### src/rtl/image_loader.sv
// Frame loader: valid/ready pixel stream written row-major into the source image buffer.
// Optional checksum verification enabled by IMAGE_LOADER_CHECKSUM_EN.
module image_loader #(
  parameter int IMG_WIDTH  = 160,
  parameter int IMG_HEIGHT = 120,
  parameter int ADDR_W     = 15,
  parameter int DATA_W     = 8
) (
  input  logic              CLK,
  input  logic              RESET,
  input  logic              LOAD_REQ,
  input  logic              ABORT,
  input  logic [DATA_W-1:0] S_DATA,
  input  logic              S_VALID,
  output logic              S_READY,
  output logic [ADDR_W-1:0] MEM_ADDR,
  output logic [DATA_W-1:0] MEM_DATA,
  output logic              MEM_WREN,
  output logic              BUSY,
  output logic              FRAME_DONE,
  output logic              PROC_START,
`ifdef IMAGE_LOADER_CHECKSUM_EN
  input  logic [15:0]       CHK_EXPECT,
  output logic [15:0]       CHECKSUM,
  output logic              CHK_ERR,
`endif
  output logic [ADDR_W-1:0] PIXEL_COUNT
);

  localparam int NPIX = IMG_WIDTH * IMG_HEIGHT;
  localparam logic [ADDR_W-1:0] LAST = ADDR_W'(NPIX - 1);

  typedef enum logic [1:0] {
    IDLE,
    LOAD,
    DONE,
    START
  } state_t;

  state_t state_q, state_d;

  logic [ADDR_W-1:0] cnt_q, cnt_d;
  logic [ADDR_W-1:0] addr_q, addr_d;
  logic [DATA_W-1:0] data_q, data_d;
  logic              wren_q, wren_d;
  logic [15:0]       sum_q, sum_d;
  logic              cerr_q, cerr_d;
  logic              chk_bad;

`ifdef IMAGE_LOADER_CHECKSUM_EN
  assign chk_bad = (sum_q != CHK_EXPECT);
`else
  assign chk_bad = 1'b0;
`endif

  always_ff @(posedge CLK or negedge RESET) begin
    if (!RESET) begin
      state_q <= IDLE;
      cnt_q   <= '0;
      addr_q  <= '0;
      data_q  <= '0;
      wren_q  <= 1'b0;
      sum_q   <= '0;
      cerr_q  <= 1'b0;
    end else begin
      state_q <= state_d;
      cnt_q   <= cnt_d;
      addr_q  <= addr_d;
      data_q  <= data_d;
      wren_q  <= wren_d;
      sum_q   <= sum_d;
      cerr_q  <= cerr_d;
    end
  end

  always_comb begin
    state_d = state_q;
    cnt_d   = cnt_q;
    addr_d  = addr_q;
    data_d  = data_q;
    wren_d  = 1'b0;
    sum_d   = sum_q;
    cerr_d  = cerr_q;
    unique case (state_q)
      IDLE: begin
        if (LOAD_REQ) begin
          state_d = LOAD;
          cnt_d   = '0;
          sum_d   = '0;
          cerr_d  = 1'b0;
        end
      end
      LOAD: begin
        // abort wins over a same-cycle handshake
        if (ABORT) begin
          state_d = IDLE;
        end else if (S_VALID) begin
          wren_d = 1'b1;
          addr_d = cnt_q;
          data_d = S_DATA;
          cnt_d  = cnt_q + ADDR_W'(1);
          sum_d  = sum_q + 16'(S_DATA);
          if (cnt_q == LAST) state_d = DONE;
        end
      end
      DONE: begin
        state_d = START;
        cerr_d  = cerr_q | chk_bad;
      end
      START: state_d = IDLE;
      default: state_d = IDLE;
    endcase
  end

  assign S_READY     = (state_q == LOAD);
  assign BUSY        = (state_q != IDLE);
  assign FRAME_DONE  = (state_q == DONE);
  assign PROC_START  = (state_q == START) & ~cerr_q;
  assign MEM_ADDR    = addr_q;
  assign MEM_DATA    = data_q;
  assign MEM_WREN    = wren_q;
  assign PIXEL_COUNT = cnt_q;

`ifdef IMAGE_LOADER_CHECKSUM_EN
  assign CHECKSUM = sum_q;
  assign CHK_ERR  = cerr_q;
`endif

endmodule

### config.mk
export PLATFORM = sky130hd
export DESIGN_NAME = image_loader
export DESIGN_NICKNAME = d
export VERILOG_FILES = /design/src/rtl/image_loader.sv
export SDC_FILE = /design/constraint.sdc
export NUM_CORES = 1
export LEC_CHECK = 0
export ABC_AREA = 0
export CORE_AREA = 2 2 66 68
export CTS_CLUSTER_SIZE = 40
export DETAILED_ROUTE_END_ITERATION = 10
export DIE_AREA = 0 0 68 70
export GPL_TIMING_DRIVEN = 1
export MAX_ROUTING_LAYER = met4
export PLACE_DENSITY = 0.78
export SLEW_MARGIN = 20
export SYNTH_ARGS = -nofsm -noshare
export SYNTH_HDL_FRONTEND = slang
export SYNTH_SLANG_ARGS = --single-unit
export TNS_END_PERCENT = 10
### constraint.sdc
create_clock -name CLK -period 2 [get_ports CLK]
set_input_delay 0.5 -clock CLK [delete_from_list [all_inputs] [get_ports CLK]]
set_output_delay 0.5 -clock CLK [all_outputs]
set_load 0.02 [all_outputs]
# Word level (Yosys, flattened, before mapping)
# Cells that the tools add are included.
# totals
ff_bits,41
out_inout_bits,43
# op_classes
addsub,1
n_eq_ne,9
muxes,12
bitwise_logic,1
n_reduce_logical,6
# ops
op,n
$mux 15,3
$pmux 15 s2,1
$add 15x1->15 const B,1
$eq 15x15->1 const B,1
$mux 2,4
$pmux 2 s4,1
$ne 2x2->1 const B,3
$reduce_and 3->1,2
$eq 2x2->1 const B,2
$reduce_and 4->1,1
$reduce_bool 2->1,2
$mux 1,3
$ne 3x2->1 const B,1
$ne 3x3->1 const B,1
$eq 2x1->1 const B,1
$logic_not 2->1,1
$not 1->1,1

# Longest topological paths before layout
# depth
word_depth,5
mapped_depth,6
depth_no_buf,5

# Worst setup path after synthesis
# No wires, ideal clock.
# synth_path
path_kind,reg-to-reg
start,"register cnt_q[0], in the netlist PIXEL_COUNT[0]"
end,"register cnt_q[14], in the netlist PIXEL_COUNT[14]"
setup_time_ps,77
arrival_ps,1798
t_required_ps,1923
path_slack_ps,125
path_stages_with_launch,7
synth_period_minus_slack_ps,1875
cell_sequence,dfrtp_1 -> ha_1 -> nand3_1 -> or2_1 -> clkbuf_1 -> or4_1 -> a21oi_1
# synth_between
elab_chain_cells,4
# synth_rtl
item,line,rtl
from (decl),42,"logic [ADDR_W-1:0] cnt_q, cnt_d;"
from (signal assigned),67,cnt_q <= cnt_d;
$add 15x1->15,101,cnt_d = cnt_q + ADDR_W'(1);
$mux 15,97,end else if (S_VALID) begin
$mux 15,95,if (ABORT) begin
$pmux 15 s2,84,unique case (state_q)
# Every way passes these cells. The select of a mux whose other input is x is not followed.
# A chain may end at the register's enable or synchronous reset.

# Worst setup path in the final report
# layout_path
start,"register cnt_q[2], in the netlist PIXEL_COUNT[2]"
end,output port PIXEL_COUNT[2]
# layout_lines
item,line,rtl
to (decl),27,output logic [ADDR_W-1:0] PIXEL_COUNT
# No word-level cell between the ends.

==> flow_summary_export.csv <==
group,metric,value,unit
outcome,status,"finished, final reports clean",
clocking,ctsHoldBuffers,0,
final_layout,multi_input_area,697,um2
sta,setup_violations,0,
placement,port_buffers,55,
yosys,synth_top_area_cell,"dfrtp_1",
worst_setup_path,worst_path_max_delay_cell,"clkdlybuf4s50_1",
detailed_routing,ant_nets,0,
placement,gp_congestion,0.852,
yosys,synth_edf_count,0,
power,power.density,767,mW/mm2
detailed_routing,drt-initial-drc-count,41,
placement,place_area,0.00246,mm2
detailed_routing,wl_per_cell,13.0,um
sta,hold_viol,0,
detailed_routing,wl,4.04,mm
clocking,cts_inserted_buffers,5,
yosys,synthTopCellsByArea,"dfrtp_1 58%, nand2_1 16%, xnor2_1 2.0%",
final_layout,syn2layout_area_growth,43.7,%
floorplan,core_area,0.00414,mm2
yosys,yosysMostFrequentCell,"nand2_1",
final_layout,drive_above_1_share,0.0808,
yosys,ys_ff_latch,41,
grt,grt_start_max_net_pins,42,
worst_setup_path,startpoint_type,"flop",
placement,dpl.hpwl,2.96,mm
yosys,yosysWarnings,0,
clocking,htree_levels,2,
run,cap_violations,0,
final_layout,regArea,0.00103,mm2
worst_hold_path,hold_class,"in2async",
sta,maxSlewViolCount,0,
clocking,cts.sinks,41,
floorplan,num_io_pins,56,
sta,period_minus_slack,1.92,ns
clocking,clkLatencyLatePin,0.29,ns
worst_setup_path,cp_cell_sequence,"clkdlybuf4s50_1",
yosys,postSynthAreaPerCell,9.14,um2
worst_setup_path,cp_max_fo,7,
clocking,cts_tree,"yes",
floorplan,start_util,0.428,
yosys,synth.top_cell.area_share,0.579,
grt,grt_pass1_vias,1466,
yosys,ys_seq_area_frac,0.579,
worst_setup_path,path_delay_family,"buffers and inverters",
power,ir_worst_vdd,0.455,mV
worst_setup_path,cp.required,1.50,ns
floorplan,rows,24,
sta,worstMarginPinSlew,0.494,ns
worst_setup_path,critical_path_buf_inv_count,1,
sta,relSlewSlack,0.670,
worst_setup_path,arrival,1.42,ns
yosys,ys.flop_type,"dfrtp_1",
detailed_routing,drt_pass1_iterations,5,
detailed_routing,via_count,1558,
detailed_routing,drc_errors,0,
clocking,cts_max_path_buffers,2,
floorplan,die_y,70,um
power,p_total,1.95,mW
grt,grtUsageTotal,0.191,
yosys,synth_common_cells,"76 x nand2_1, 41 x dfrtp_1, 8 x nor2_1, 7 x clkbuf_1, 6 x nand3_1",
floorplan,dieArea,0.00476,mm2
sta,fin_crit_sh,0.962,
worst_setup_path,slowest_delay,0.66,ns
final_layout,n_antenna_cell,0,
grt,antenna_found_initial,0,
grt,grt_pass1_wl,6.69,mm
yosys,syn-cell-area,0.00177,mm2
final_layout,nFillCells,374,
yosys,syn-num-nets,208,
final_layout,design_area,0.00255,mm2
yosys,synth_cell_types,30,
grt,overflow,0,
detailed_routing,via_per_inst,4.99,
final_layout,num-nets-final,274,
clocking,cts_setup_buffers,0,
worst_setup_path,worstSetupPathType,"reg2out",
yosys,async_flop_share,1.00,
yosys,postSynthCellCount,194,
clocking,clk_pin_slew,0.07,ns
sta,fmax,520,MHz
power,leakagePower,1.20,nW
sta,setup_tns,0,ns
worst_setup_path,r2r_slack,0.21,ns
worst_setup_path,end_kind,"primary output",
clocking,cts_root_buffer,"clkbuf_8",
sta,skew,0.00787,ns
floorplan,die_x,68,um
==> report_power, final <==
| group | switching, mW | total [mW] | internal [mW] |
|---|---|---|---|
| Combinational | 0.252 | 0.472 | 0.220 |
| Clock | 0.261 | 0.535 | 0.274 |
| Sequential | 0.0437 | 0.947 | 0.903 |
| Total | 0.557 | 1.95 | 1.40 |
==> worst paths after layout <==
check | start | endpoint | cells past startpoint
worst max-delay path | PIXEL_COUNT[2] | PIXEL_COUNT[2] | 1
worst min-delay path | RESET | MEM_DATA[7] | 2
worst max register to register | PIXEL_COUNT[0] | state_q[0] | 6
worst min register to register | MEM_DATA[4] | MEM_DATA[4] | 2
max in group asynchronous | RESET | MEM_DATA[4] | 2
min in group CLK | MEM_DATA[4] | MEM_DATA[4] | 2
==> what timing repair did <==
action / CTS / global route
setup endpoints to repair: 3 / 4
gates resized for setup: 3 / 2
pin swaps: 0 / 0
==> cell type report <==
cell class | instances | share of cell area
Tap cell | 52 | 0.0255
Clock buffer | 7 | 0.0339
Timing Repair Buffer | 68 | 0.257
Multi-Input combinational cell | 139 | 0.274
Inverter | 5 | 0.00737
Sequential cell | 41 | 0.403
==> flip-flops by register name, summed over array words and instances (netlist names), named ones only <==
register,flops
MEM_ADDR,15
MEM_DATA,8
MEM_WREN,1
PIXEL_COUNT,15
state_q,1
==> logic make-up after synthesis <==
kind of cell | share of synthesized area
buffers and inverters | 0.0310
and+or+nand+nor | 0.284
adders and majority gates | 0.00706
AOI/OAI and AO/OA | 0.0642
xor gates and xnor gates | 0.0346
DFF | 0.579
==> cells in the final DEF, fill, tap and decap left out, drive strengths merged <==
cell type      netlist  final
nand4bb              1      1
a31o                 1      1
or4                  1      1
buf                  2     14
nand4b               1      1
ha                   1      1
nor2                 8      8
or4b                 1      1
o211ai               3      3
clkdlybuf4s50        0     50
inv                  4      4
and4                 2      2
nor3                 2      2
o21a                 1      1
xor2                 3      3
o31ai                4      4
dlygate4sd2          0      3
a21oi                4      4
nand2               76     76
dlymetal6s2s         0      1
or2                  1      1
nand3                6      6
dfrtp               41     41
clkbuf               7      7
or3                  4      4
clkinv               1      1
nor4                 3      3
nor2b                2      2
nand4                3      3
and2                 2      2
o21ai                5      5
xnor2                4      4
==> metrics by stage <==
stage	cells	worst slack (ns)	utilization	hold slack, ns
after floorplan	194	0.125	-	0.204
after global placement	305	-0.201	0.593	0.457
after detailed placement	305	-0.228	0.593	0.466
after CTS	312	0.0232	0.613	0.278
after global routing	312	-0.0154	0.615	0.308
final	312	0.0756	0.615	0.258
==> layer usage <==
metal / share of wire / global-route usage
met2: 0.48 / 0.290
met3: 0.057 / 0.0483
met4: 0.017 / 0.0667
met1: 0.45 / 0.247
met5: 0 / -
Power figures use the tool's default switching activity.
